### src/rtl/m31_mul_scheduler_if.sv
// Bus bundle between the M31 multiplier scheduler, its requesters and the shared multiplier.
// The slave modport is the scheduler's view; master is the environment's view.
interface m31_mul_scheduler_if #(
  parameter int NUM_REQ    = 4,
  parameter int DATA_WIDTH = 31
);
  logic [NUM_REQ-1:0]            req_valid;
  logic [NUM_REQ-1:0]            req_ready;
  logic [NUM_REQ*DATA_WIDTH-1:0] req_a;
  logic [NUM_REQ*DATA_WIDTH-1:0] req_b;
  logic [DATA_WIDTH-1:0]         mul_a;
  logic [DATA_WIDTH-1:0]         mul_b;
  logic                          mul_issue;
  logic [DATA_WIDTH-1:0]         mul_result;
  logic [NUM_REQ-1:0]            resp_valid;
  logic [DATA_WIDTH-1:0]         resp_data;

  modport slave (
    input  req_valid, req_a, req_b, mul_result,
    output req_ready, mul_a, mul_b, mul_issue, resp_valid, resp_data
  );

  modport master (
    output req_valid, req_a, req_b, mul_result,
    input  req_ready, mul_a, mul_b, mul_issue, resp_valid, resp_data
  );
endinterface

### src/rtl/m31_mul_scheduler.sv
// Round-robin scheduler sharing one M31 multiplier among NUM_REQ requesters.
// A tag pipeline matched to the multiplier latency routes each result back to its owner.
module m31_mul_scheduler #(
  parameter int NUM_REQ     = 4,
  parameter int MUL_LATENCY = 0,
  parameter int DATA_WIDTH  = 31
) (
  input  logic                      clk,
  input  logic                      rst_n,
  input  logic                      enable,
  output logic                      busy,
  m31_mul_scheduler_if.slave        bus
);

  localparam int IDX_W     = $clog2(NUM_REQ);
  localparam int TAG_IDX_W = (MUL_LATENCY + 1) * IDX_W;

  logic [IDX_W-1:0]                   last_grant_q, last_grant_d;
  logic [DATA_WIDTH-1:0]              mul_a_q, mul_a_d;
  logic [DATA_WIDTH-1:0]              mul_b_q, mul_b_d;
  logic [DATA_WIDTH-1:0]              resp_data_q, resp_data_d;
  logic [NUM_REQ-1:0]                 resp_valid_q, resp_valid_d;
  logic [MUL_LATENCY:0]               tag_valid_q, tag_valid_d;
  logic [MUL_LATENCY:0][IDX_W-1:0]    tag_idx_q, tag_idx_d;

  logic [NUM_REQ-1:0]                 grant;
  logic [IDX_W-1:0]                   grant_idx;
  logic                               accept;
  logic [DATA_WIDTH-1:0]              sel_a, sel_b;

  // Search starts one past the last winner and wraps; reset and enable gate every grant.
  always_comb begin
    int              cand;
    logic [IDX_W-1:0] cand_idx;
    cand      = 0;
    cand_idx  = '0;
    grant     = '0;
    grant_idx = last_grant_q;
    accept    = 1'b0;
    if (rst_n && enable) begin
      for (int k = 0; k < NUM_REQ; k++) begin
        cand = int'(last_grant_q) + 1 + k;
        if (cand >= NUM_REQ) cand = cand - NUM_REQ;
        cand_idx = IDX_W'(cand);
        if (!accept && bus.req_valid[cand_idx]) begin
          accept    = 1'b1;
          grant_idx = cand_idx;
        end
      end
    end
    if (accept) grant[grant_idx] = 1'b1;
  end

  always_comb begin
    sel_a = '0;
    sel_b = '0;
    for (int i = 0; i < NUM_REQ; i++) begin
      if (grant[i]) begin
        sel_a = bus.req_a[i*DATA_WIDTH +: DATA_WIDTH];
        sel_b = bus.req_b[i*DATA_WIDTH +: DATA_WIDTH];
      end
    end
  end

  // Operands only move on acceptance; the tag stage at MUL_LATENCY lines up with mul_result.
  always_comb begin
    last_grant_d = last_grant_q;
    mul_a_d      = mul_a_q;
    mul_b_d      = mul_b_q;
    if (accept) begin
      last_grant_d = grant_idx;
      mul_a_d      = sel_a;
      mul_b_d      = sel_b;
    end

    tag_valid_d = (MUL_LATENCY + 1)'({tag_valid_q, accept});
    tag_idx_d   = TAG_IDX_W'({tag_idx_q, grant_idx});

    resp_valid_d = '0;
    resp_data_d  = resp_data_q;
    if (tag_valid_q[MUL_LATENCY]) begin
      resp_valid_d[tag_idx_q[MUL_LATENCY]] = 1'b1;
      resp_data_d                          = bus.mul_result;
    end
  end

  always_ff @(posedge clk or negedge rst_n) begin
    if (!rst_n) begin
      last_grant_q <= IDX_W'(NUM_REQ - 1);
      mul_a_q      <= '0;
      mul_b_q      <= '0;
      resp_data_q  <= '0;
      resp_valid_q <= '0;
      tag_valid_q  <= '0;
      tag_idx_q    <= '0;
    end else begin
      last_grant_q <= last_grant_d;
      mul_a_q      <= mul_a_d;
      mul_b_q      <= mul_b_d;
      resp_data_q  <= resp_data_d;
      resp_valid_q <= resp_valid_d;
      tag_valid_q  <= tag_valid_d;
      tag_idx_q    <= tag_idx_d;
    end
  end

  assign bus.req_ready  = grant;
  assign bus.mul_a      = mul_a_q;
  assign bus.mul_b      = mul_b_q;
  assign bus.mul_issue  = tag_valid_q[0];
  assign bus.resp_valid = resp_valid_q;
  assign bus.resp_data  = resp_data_q;
  assign busy           = |tag_valid_q;

endmodule

### src/flat_wrapper.sv
// flat-port wrapper written by rule: the top's interface ports become plain ports
module m31_mul_scheduler_flat 
#(
  parameter int NUM_REQ     = 4,
  parameter int MUL_LATENCY = 0,
  parameter int DATA_WIDTH  = 31
)
  (clk, rst_n, enable, busy, bus_req_valid, bus_req_a, bus_req_b, bus_mul_result, bus_req_ready, bus_mul_a, bus_mul_b, bus_mul_issue, bus_resp_valid, bus_resp_data);
  m31_mul_scheduler_if #(.NUM_REQ(NUM_REQ), .DATA_WIDTH(DATA_WIDTH)) bus_i ();
  input  logic clk;
  input  logic rst_n;
  input  logic enable;
  output logic busy;
  input wire logic [$bits(bus_i.req_valid)-1:0] bus_req_valid;
  input wire logic [$bits(bus_i.req_a)-1:0] bus_req_a;
  input wire logic [$bits(bus_i.req_b)-1:0] bus_req_b;
  input wire logic [$bits(bus_i.mul_result)-1:0] bus_mul_result;
  output wire logic [$bits(bus_i.req_ready)-1:0] bus_req_ready;
  output wire logic [$bits(bus_i.mul_a)-1:0] bus_mul_a;
  output wire logic [$bits(bus_i.mul_b)-1:0] bus_mul_b;
  output wire logic [$bits(bus_i.mul_issue)-1:0] bus_mul_issue;
  output wire logic [$bits(bus_i.resp_valid)-1:0] bus_resp_valid;
  output wire logic [$bits(bus_i.resp_data)-1:0] bus_resp_data;
  assign bus_i.req_valid = bus_req_valid;
  assign bus_i.req_a = bus_req_a;
  assign bus_i.req_b = bus_req_b;
  assign bus_i.mul_result = bus_mul_result;
  assign bus_req_ready = bus_i.req_ready;
  assign bus_mul_a = bus_i.mul_a;
  assign bus_mul_b = bus_i.mul_b;
  assign bus_mul_issue = bus_i.mul_issue;
  assign bus_resp_valid = bus_i.resp_valid;
  assign bus_resp_data = bus_i.resp_data;
  m31_mul_scheduler #(.NUM_REQ(NUM_REQ), .MUL_LATENCY(MUL_LATENCY), .DATA_WIDTH(DATA_WIDTH)) u_core (.clk(clk), .rst_n(rst_n), .enable(enable), .busy(busy), .bus(bus_i));
endmodule
### config.mk
export PLATFORM = sky130hd
export DESIGN_NAME = m31_mul_scheduler_flat
export DESIGN_NICKNAME = d
export VERILOG_FILES = /design/src/rtl/m31_mul_scheduler_if.sv /design/src/rtl/m31_mul_scheduler.sv /design/src/flat_wrapper.sv
export SDC_FILE = /design/constraint.sdc
export NUM_CORES = 1
export LEC_CHECK = 0
export BUFFER_PORTS_ARGS = -buffer_cell sky130_fd_sc_hd__buf_2
export CORE_AREA = 2 2 152 154
export DETAILED_ROUTE_END_ITERATION = 7
export DIE_AREA = 0 0 154 156
export SETUP_SLACK_MARGIN = 0.4
export SYNTH_ARGS = -nofsm -noshare
export SYNTH_HDL_FRONTEND = slang
export SYNTH_SLANG_ARGS = --single-unit
### constraint.sdc
create_clock -name clk -period 3.53 [get_ports clk]
set_input_delay 0.706 -clock clk [delete_from_list [all_inputs] [get_ports clk]]
set_output_delay 0.706 -clock clk [all_outputs]
set_load 0.005 [all_outputs]
After elaboration in Yosys (flattened, before gate mapping)

Cells that the tools add are included.

Output and inout bits: 103
Register bits: 102
Word-level logic and storage cells: 79
Bits of input ports: 286

Multiplexer cells: 43
Magnitude comparators: 12
Reduce and logical (&&, ||, !) cells: 9
Add/sub/neg operators: 8

Operator list:

| operator                                                                             | count |
|---|---|
| 31-bit 2-to-1 mux                                                                    | 8 |
| 32-bit by 4-bit greater-or-equal comparator with 1-bit output, second input constant | 3 |
| 2-bit 2-to-1 mux                                                                     | 13 |
| 2-bit by 3-bit less-than comparator with 1-bit output, second input constant         | 6 |
| 1-bit 2-to-1 mux                                                                     | 14 |
| 3-bit by 2-bit adder with 4-bit output, second input constant                        | 2 |
| 1-bit binary-select mux with 2-bit select                                            | 4 |
| 4-bit 2-to-1 mux                                                                     | 2 |
| 2-bit by 1-bit subtractor with 2-bit output, second input constant                   | 4 |
| 1-bit logical AND                                                                    | 6 |
| 3-bit by 1-bit adder with 4-bit output, second input constant                        | 1 |
| 1-bit demux with 2-bit select                                                        | 2 |
| 2-bit by 1-bit greater-or-equal comparator with 1-bit output, second input constant  | 2 |
| 2-bit by 1-bit adder with 3-bit output, second input constant                        | 1 |
| 3-bit greater-or-equal comparator, second input constant                             | 1 |
| 1-bit zero test                                                                      | 3 |

Depth between registers and ports, before layout

Gate-level depths: netlist (run 1).

Word-level depth: 29
Mapped depth: 9
Gate-level depth less buffers: 6

Worst setup path after synthesis (run 1)

No wires, ideal clock.

Kind: input-to-output
From: input bus_req_valid[3]
To: output bus_req_ready[2]
Stages: 8
Data arrival time: 2.361 ns
Required time: 2.824 ns
Slack: 0.463 ns
Path buffers: 2
Cells stage by stage: or3b_4 a2111oi_4 nor4_1 a211oi_2 buf_6 buf_8 inv_1 nor2_1

Longest elaborated chain between the ends: 21
Elaborated cells on any way between the ends: 33
Classes of those cells: 2 x order compare; 24 x mux; 7 x reduce/logical

RTL lines:

| item                                                                                                                                                        | RTL line                | source |
|---|---|---|
| from (decl)                                                                                                                                                 | flat_wrapper.sv:14      | `input wire logic [$bits(bus_i.req_valid)-1:0] bus_req_valid;` |
| 1-bit binary-select mux with 2-bit select                                                                                                                   | m31_mul_scheduler.sv:45 | `if (!accept && bus.req_valid[cand_idx]) begin` |
| 1-bit 2-to-1 mux (implied by the code)                                                                                                                      | m31_mul_scheduler.sv:45 |  |
| 1-bit 2-to-1 mux                                                                                                                                            | m31_mul_scheduler.sv:45 |  |
| 1-bit 2-to-1 mux                                                                                                                                            | m31_mul_scheduler.sv:40 | `if (rst_n && enable) begin` |
| 1-bit zero test                                                                                                                                             | m31_mul_scheduler.sv:45 |  |
| 1-bit logical AND                                                                                                                                           | m31_mul_scheduler.sv:45 |  |
| 1-bit 2-to-1 mux                                                                                                                                            | m31_mul_scheduler.sv:45 |  |
| 1-bit 2-to-1 mux                                                                                                                                            | m31_mul_scheduler.sv:40 |  |
| (+6 left out)                                                                                                                                               | --                      |  |
| 2-bit 2-to-1 mux *                                                                                                                                          | m31_mul_scheduler.sv:45 |  |
| 2-bit 2-to-1 mux *                                                                                                                                          | m31_mul_scheduler.sv:40 |  |
| named net u_core.grant_idx[1]                                                                                                                               | m31_mul_scheduler.sv:27 | `logic [IDX_W-1:0] grant_idx;` |
| 2-bit by 3-bit less-than comparator with 1-bit output (implied by the code) or 2-bit by 1-bit greater-or-equal comparator with 1-bit output (tied branches) | m31_mul_scheduler.sv:51 | `if (accept) grant[grant_idx] = 1'b1;` |
| 1-bit logical AND (implied by the code)                                                                                                                     | m31_mul_scheduler.sv:51 |  |
| 1-bit 2-to-1 mux (implied by the code)                                                                                                                      | m31_mul_scheduler.sv:51 |  |
| 1-bit demux with 2-bit select *                                                                                                                             | --                      |  |
| 4-bit 2-to-1 mux *                                                                                                                                          | m31_mul_scheduler.sv:51 |  |
| to (decl)                                                                                                                                                   | flat_wrapper.sv:18      | `output wire logic [$bits(bus_i.req_ready)-1:0] bus_req_ready;` |

Mark *: on every way through the listed nets, which the timed path passes. The rest lies on a longest branch. The select of a mux whose other input is x is not followed.

Final worst setup path (run 1)

From: input bus_req_valid[3]
To: output bus_req_ready[3]

Longest elaborated chain between the ends: 21
Elaborated cells on any way between the ends: 33
Classes of those cells: 2 x order compare; 24 x mux; 7 x reduce/logical

RTL lines:

| item                                                                                                                                                        | RTL line |
|---|---|
| 1-bit binary-select mux with 2-bit select                                                                                                                   | m31_mul_scheduler.sv:45 |
| 1-bit 2-to-1 mux (implied by the code)                                                                                                                      | m31_mul_scheduler.sv:45 |
| 1-bit 2-to-1 mux                                                                                                                                            | m31_mul_scheduler.sv:45 |
| 1-bit 2-to-1 mux                                                                                                                                            | m31_mul_scheduler.sv:40 |
| 1-bit zero test                                                                                                                                             | m31_mul_scheduler.sv:45 |
| 1-bit logical AND                                                                                                                                           | m31_mul_scheduler.sv:45 |
| 1-bit 2-to-1 mux                                                                                                                                            | m31_mul_scheduler.sv:45 |
| 1-bit 2-to-1 mux                                                                                                                                            | m31_mul_scheduler.sv:40 |
| (+5 left out)                                                                                                                                               | -- |
| 1-bit logical AND                                                                                                                                           | m31_mul_scheduler.sv:45 |
| 2-bit 2-to-1 mux                                                                                                                                            | m31_mul_scheduler.sv:45 |
| 2-bit 2-to-1 mux                                                                                                                                            | m31_mul_scheduler.sv:40 |
| 2-bit by 3-bit less-than comparator with 1-bit output (implied by the code) or 2-bit by 1-bit greater-or-equal comparator with 1-bit output (tied branches) | m31_mul_scheduler.sv:51 |
| 1-bit logical AND (implied by the code)                                                                                                                     | m31_mul_scheduler.sv:51 |
| 1-bit 2-to-1 mux (implied by the code)                                                                                                                      | m31_mul_scheduler.sv:51 |
| 1-bit demux with 2-bit select                                                                                                                               | -- |
| 4-bit 2-to-1 mux *                                                                                                                                          | m31_mul_scheduler.sv:51 |

Mark *: on every way between the ends. The rest lies on a longest branch, timed or not. The select of a mux whose other input is x is not followed.

==> results.toml, run 1 <==
[synth]
yosys_warnings = 0
yosysTopAreaCell = "dfrtp_1"
syn_area_mm2 = 0.00593
synthesis.nets = 749
synth_cell_types = 36
syn_avg_cell_area_um2 = 12.8
ys_ff_latch = 102
ys_seq_area_share_pct = 43.1
postSynthCellCount = 463
synthTopCellsByArea = "dfrtp_1, mux2i_1, o221ai_2"
synth_top_area_share_pct = 42.2

[final_layout]
nets = 1131
final_area_mm2 = 0.00840
fillers = 2222
antennaDiodeCount = 0
final_common_cell = "buf_2"
drive_gt1_share_pct = 61.8
area_growth_pct = 41.5
layout_common_cells = "buf_2, mux2i_1, dfrtp_1"

[timing]
period_needed_ns = 3.06
timing.hold.ws_ns = 0.422
grt_setup_unrepaired = "true"
finalMaxSlewViolations = 0
slew_headroom_pct = 48.0
finalCritPeriodShare_pct = 86.6
hold_violations = 0
max_freq_mhz = 327
setup_tns_ns = 0
fin_skew_ns = 0.0133
setup_violations = 0
worst_pin_slew_ns = 0.780

[clock_network]
clock_latency_ns = 0.35
clkTransAtPathRegs_ns = 0.08
cts_tree = "done"
numCtsBuffers = 9
cts_num_sinks = 102
clk_path_buf_depth = 2
cts_max_level = 3
cts-root-buf = "clkbuf_16"

[critical_path]
critPathLaunchType = "primary input"
worst-path-buf-inv = 3
cp_max_fo = 8
worstPathRequired_ns = 2.82
cp_slowest_cell = "or3b_4"
cp_data_arrival_time_ns = 2.35
cpMostUsedCell = "buf_2"
critPathMaxStageDelay_ns = 0.39
worstPathCellList = "buf_2, or3b_4, a2111oi_4, nor4_2, a211oi_4, inv_1, nor2_1, buf_2"
worstSetupPathType = "primary input to output port"
ff2ff_path_depth = 9
path_delay_family = "compound AO/OA/AOI/OAI gates"
r2r_slack_ns = 0.68
worstSetupEndpointType = "output port"
r2r_end = "u_core.bus.mul_b[30]$_DFFE_PN0P_"
r2r_start = "u_core.last_grant_q[0]$_DFFE_PN1P_"

[placement]
dpl.hpwl_um = 13900
place_area_mm2 = 0.00809
gp_congestion = 0.767
port_buffers = 388

[global_routing]
grt_overflow = 0
grtUsageTotal_pct = 14.6
antenna_found_initial = 0
grt_pass1_wl_um = 28100
grt_start_max_net_pins = 63
grt_pass1_vias = 5441

[die]
io_pins = 389
die_w_um = 154
floorplan.initialDensity_pct = 26.5
core_area_mm2 = 0.0224
rows = 55
die_h_um = 156
die_area_mm2 = 0.0240

[routing]
route.detailed.drc = 0
drt-initial-drc-count = 213
ant_nets = 0
via_count = 5217
vias_per_cell = 4.60
dr.pass1.iters = 4
wl_um = 18000
wl_per_cell_um = 15.8

[pwr]
power_density_mw_per_mm2 = 601
peakVddDrop_v = 0.000372
p_leak_uw = 0.00448

[job]
maxCapViolCount = 0

[worst_hold_path]
min_path_type = "primary input to asynchronous set/reset pin"

[outcome]
run_status = "complete, no violations"
==> state kept, by name, summed over array words and instances (netlist names) <==
| signal | flops |
|---|---|
| u_core.bus.resp_valid | 4 |
| u_core.bus.mul_issue | 1 |
| u_core.last_grant_q | 2 |
| u_core.bus.mul_a | 31 |
| u_core.bus.resp_data | 31 |
| u_core.bus.mul_b | 31 |
| u_core.tag_idx_q | 2 |
==> cell type report <==
cell class	instances	area, µm²	share of cell area, %
inverters	3	11.3	0.134
multi-input cells	318	3020	35.9
clock inverters	6	62.6	0.745
flip-flops and latches	102	2550	30.4
clock buffers	10	229	2.73
repair buffers	411	2170	25.8
well taps	285	357	4.25
==> per-stage QoR <==
step,worst slack (ns),total power [µW],std cells,util [%]
floorplan,0.463,3390,463,-
CTS,0.417,5120,1133,37.5
global placement,0.325,4070,1117,36.2
finish,0.472,5040,1135,37.6
detailed placement,0.291,4100,1117,36.2
global route,0.343,5410,1135,37.6
==> how the worst max path moves through the flow <==
stage / from / cells after the start / slack, ns / to
floorplan: bus_req_valid[3] / 8 / 0.46 / bus_req_ready[2]
global placement: bus_req_valid[2] / 9 / 0.32 / u_core.bus.mul_b[27]$_DFFE_PN0P_
detailed placement: bus_req_valid[3] / 9 / 0.29 / u_core.bus.mul_b[30]$_DFFE_PN0P_
CTS: bus_req_valid[2] / 8 / 0.42 / bus_req_ready[3]
global route: bus_req_valid[3] / 8 / 0.34 / bus_req_ready[3]
finish: bus_req_valid[3] / 8 / 0.47 / bus_req_ready[3]
==> synthesized netlist by cell type <==
library cell	n
and4b_1	1
buf_2	6
a31o_2	1
nand3_1	1
and3_1	1
a211oi_1	1
a21o_1	1
a31oi_1	1
inv_1	3
nor4_1	1
buf_12	12
nand2_1	69
mux2_2	31
a2111oi_4	1
o221ai_2	58
o221ai_1	4
a21oi_1	2
clkbuf_1	10
nand3b_1	2
nor3_1	1
nor3b_1	2
buf_1	7
mux2i_1	124
or4_1	1
a211oi_2	1
clkbuf_2	1
buf_4	1
nor2_1	8
buf_6	2
or3b_4	1
buf_8	1
dfrtp_1	100
o41ai_1	2
o31ai_1	1
dfstp_2	2
nand2b_1	2
==> repair_timing <==
| item | in CTS | in global routing |
|---|---|---|
| setup buffers | 0 | 2 |
| pin swaps | 1 | 1 |
| setup endpoints to repair | 2 | 2 |
| gates cloned | 0 | 0 |
| hold buffers | 0 | 0 |
| gates resized for setup | 0 | 1 |
| endpoints found under the hold margin | 0 | 0 |
==> per-layer routing <==
layer / up-vias / track usage (%) / part of all wire [%]
met2: 225 / 26.5 / 52
met5: - / 0 / 0
li1: 2517 / - / -
met3: 10 / 3.94 / 7.2
met1: 2465 / 17.0 / 40
met4: 0 / 3.47 / 0.97
==> logic make-up after synthesis <==
| family | count (synthesis) | share of synthesized area, % |
|---|---|---|
| AOI/OAI and AO/OA | 73 | 17.0 |
| buffers and inverters | 43 | 6.66 |
| DFF | 102 | 43.1 |
| muxes | 155 | 26.8 |
| and+or+nand+nor | 90 | 6.45 |
==> power by group <==
part	internal [µW]	total [µW]	switching (µW)
combinational	1170	2270	1100
sequential	1560	1780	227
clock	498	988	490
No activity file was read; power rests on OpenSTA's default activity.
==> inputs of run 2 (changes only) <==
--- a/config.mk
+++ b/config.mk
@@ -5,10 +5,11 @@
 export SDC_FILE = /design/constraint.sdc
 export NUM_CORES = 1
 export LEC_CHECK = 0
+export ABC_AREA = 1
 export BUFFER_PORTS_ARGS = -buffer_cell sky130_fd_sc_hd__buf_2
-export CORE_AREA = 2 2 152 154
+export CORE_AREA = 2 2 149 151
 export DETAILED_ROUTE_END_ITERATION = 7
-export DIE_AREA = 0 0 154 156
+export DIE_AREA = 0 0 151 153
 export SETUP_SLACK_MARGIN = 0.4
 export SYNTH_ARGS = -nofsm -noshare
 export SYNTH_HDL_FRONTEND = slang
==> run 2 against run 1 <==
Effect of this change:
- cell count up 33%
- clock-buffer cell count down 1
- area after synthesis grew 3.9%
- sequential power grew 9%
- global-route usage is 4.6 points higher
- largest cell class unchanged
- largest power group unchanged
==> results.toml, run 2 <==
[timing]
finalMaxSlewViolations = 0
setup_tns_ns = 0
grt_setup_unrepaired = "true"
slew_headroom_pct = 47.3
worst_pin_slew_ns = 0.790
setup_violations = 0
fin_skew_ns = 0.0110
period_needed_ns = 3.01
max_freq_mhz = 333
fin_ws_ns = 0.523
hold_violations = 0
finalCritPeriodShare_pct = 85.2

[final_layout]
layout_common_cells = "nand2_1, buf_2, dfrtp_1"
antennaDiodeCount = 0
area_growth_pct = 40.8
multi_input_area_mm2 = 0.00320
final_area_mm2 = 0.00868
final_common_cell = "nand2_1"
fillers = 2280
nets = 1507
seq_area_mm2 = 0.00255
drive_gt1_share_pct = 37.4

[synth]
yosys-top-cells-count = "nand2_1, dfrtp_1, nand3_1"
synthTopCellsByArea = "dfrtp_1, nand2_1, nand3b_1"
synth_xor_area_share_pct = 0
ys_seq_area_share_pct = 41.5
yosysTopAreaCell = "dfrtp_1"
synthesis.nets = 1147
synth_cell_types = 21
synth_top_family_by_area = "simple AND/OR/NAND/NOR gates"
synth_edf_count = 0
yosys_warnings = 0
postSynthCellCount = 861
ys.flop_type = "dfrtp_1"
synth_top_area_share_pct = 40.6
synthAdderAreaFrac_pct = 0
ys_ff_latch = 102
syn_area_mm2 = 0.00616
yosysMostFrequentCell = "nand2_1"
syn_avg_cell_area_um2 = 7.16
synth_mux_area_share_pct = 0
synth-simple-area-share_pct = 46.1
async_reset_ff_share_pct = 100
synth-compound-area-share_pct = 5.12

[pwr]
intPower_uw = 3370
switchingPower_uw = 2540
pwr-share-comb_pct = 48.5
pwr-share-seq_pct = 32.8
p_leak_uw = 0.00478
clock_power_share_pct = 18.7
p_sw_share_pct = 43.0
power_density_mw_per_mm2 = 680
peakVddDrop_v = 0.000471

[die]
core_area_mm2 = 0.0215
die_area_mm2 = 0.0231
io_pins = 389
die_h_um = 153
rows = 54
die_w_um = 151
floorplan.initialDensity_pct = 28.7

[job]
maxCapViolCount = 0

[global_routing]
grt_start_max_net_pins = 71
grt_pass1_wl_um = 35000
grt_overflow = 0
grtUsageTotal_pct = 19.2
antenna_found_initial = 0
grt_pass1_vias = 6842

[critical_path]
ff2ff_path_depth = 18
worstPathRequired_ns = 2.82
r2r_slack_ns = 0.84
worstSetupEndpointType = "output port"
critPathLaunchType = "flip-flop"
cp_max_fo = 7
setup.worst_path.start = "u_core.last_grant_q[0]$_DFFE_PN1P_"
r2r_start = "u_core.last_grant_q[0]$_DFFE_PN1P_"
critical_path.endpoint = "bus_req_ready[3]"
r2r_end = "u_core.bus.mul_a[5]$_DFFE_PN0P_"
worstSetupPathType = "flip-flop to output port"
cp_data_arrival_time_ns = 2.30

[routing]
wl_um = 23300
vias_per_cell = 4.77
wl_per_cell_um = 15.5
dr.pass1.iters = 5
via_count = 7182
ant_nets = 0
route.detailed.drc = 0
drt-initial-drc-count = 379

[clock_network]
clkTransAtPathRegs_ns = 0.08
clock_latency_ns = 0.34
cts_hold_buf = 0
numCtsBuffers = 9
cts_max_level = 3
clk_path_buf_depth = 2
cts-root-buf = "clkbuf_16"
cts_tree = "done"
cts_num_sinks = 102

[placement]
dpl.hpwl_um = 17600
port_buffers = 388
place_area_mm2 = 0.00823
gp_congestion = 0.828
preCtsSetupSlack_ns = 0.712

[worst_hold_path]
min_path_type = "primary input to asynchronous set/reset pin"

[outcome]
run_status = "complete, no violations"
-- run 2: cell types whose count changed after synthesis, sizes merged, moves of 3 or more --
| cell | change |
|---|---|
| mux2i | -124 |
| inv | +13 |
| buf | +13 |
| clkbuf | +13 |
| nor3 | +3 |
| o221ai | -62 |
| nand4 | +64 |
| nand2 | +334 |
| nand3b | +60 |
| o21ai | +62 |
| mux2 | -31 |
| nand3 | +70 |
-- run 2: worst max-delay path: stages (launching register included) --
cell	delay, ns
dfstp_2	0.64
clkinv_4	0.11
buf_6	0.14
nand2_1	0.05
nand2_1	0.06
nand2_1	0.07
nand2_2	0.08
inv_2	0.06
nand3_1	0.07
nand2_1	0.08
nand2_2	0.07
nand2_4	0.10
nand2_2	0.11
nor2_8	0.17
buf_2	0.13
-- run 2: worst min path at each step --
stage / start / end / slack [ns] / depth (start not counted)
after global routing: u_core.bus.resp_data[17]$_DFFE_PN0P_ / u_core.bus.resp_data[17]$_DFFE_PN0P_ / 0.48 / 2
after global placement: u_core.tag_idx_q[1]$_DFF_PN0_ / u_core.bus.resp_valid[0]$_DFF_PN0_ / 0.45 / 1
after CTS: u_core.tag_idx_q[0]$_DFF_PN0_ / u_core.bus.resp_valid[2]$_DFF_PN0_ / 0.46 / 1
after floorplan: rst_n / u_core.bus.mul_a[0]$_DFFE_PN0P_ / 0.41 / 0
final: rst_n / u_core.bus.mul_a[25]$_DFFE_PN0P_ / 0.45 / 2
after detailed placement: u_core.tag_idx_q[0]$_DFF_PN0_ / u_core.bus.resp_valid[2]$_DFF_PN0_ / 0.45 / 1
-- run 2: power groups by stage --
stage	combinational [µW]	sequential (µW)	clock [µW]
floorplan	1620	1980	0
global placement	2750	1950	0
detailed placement	2780	1950	0
CTS	2800	1930	1150
global route	3220	2000	1190
finish	2860	1940	1100
-- run 2: area by class of cell --
| class | count | area share [%] |
|---|---|---|
| clock buffers | 9 | 2.59 |
| clock inverters | 7 | 1.21 |
| inverters | 17 | 0.793 |
| multi-input cells | 676 | 36.9 |
| flip-flops and latches | 102 | 29.4 |
| well taps | 280 | 4.04 |
| repair buffers | 415 | 25.1 |
-- run 2: stage by stage --
stage | hold WS (ns) | total power [µW] | util, % | cells
2_1_floorplan | 0.410 | 3600 | - | 861
3_3_place_gp | 0.448 | 4700 | 38.3 | 1482
3_5_place_dp | 0.453 | 4720 | 38.3 | 1482
4_1_cts | 0.464 | 5890 | 39.9 | 1499
5_1_grt | 0.481 | 6410 | 40.4 | 1506
6_report | 0.446 | 5910 | 40.4 | 1506
-- run 2: kinds of logic (layout without fill, tap and decap cells) --
group	Yosys count	in the layout
AO/OA/AOI/OAI	63	63
buffers and inverters	83	448
flip-flops	102	102
AND/OR/NAND/NOR	613	613
-- run 2: metal layers --
layer / up-vias / global-route usage, % / share of wire [%]
met3: 36 / 3.94 / 8.9
met4: 0 / 7.21 / 2.8
met2: 328 / 34.7 / 51
met5: - / 0 / 0
li1: 3574 / - / -
met1: 3244 / 22.2 / 38
-- run 2: what timing repair did --
item	in CTS	in global routing
endpoints found under the setup margin	4	4
buffers inserted	1	7
pin swaps	0	6
resized for setup	0	18
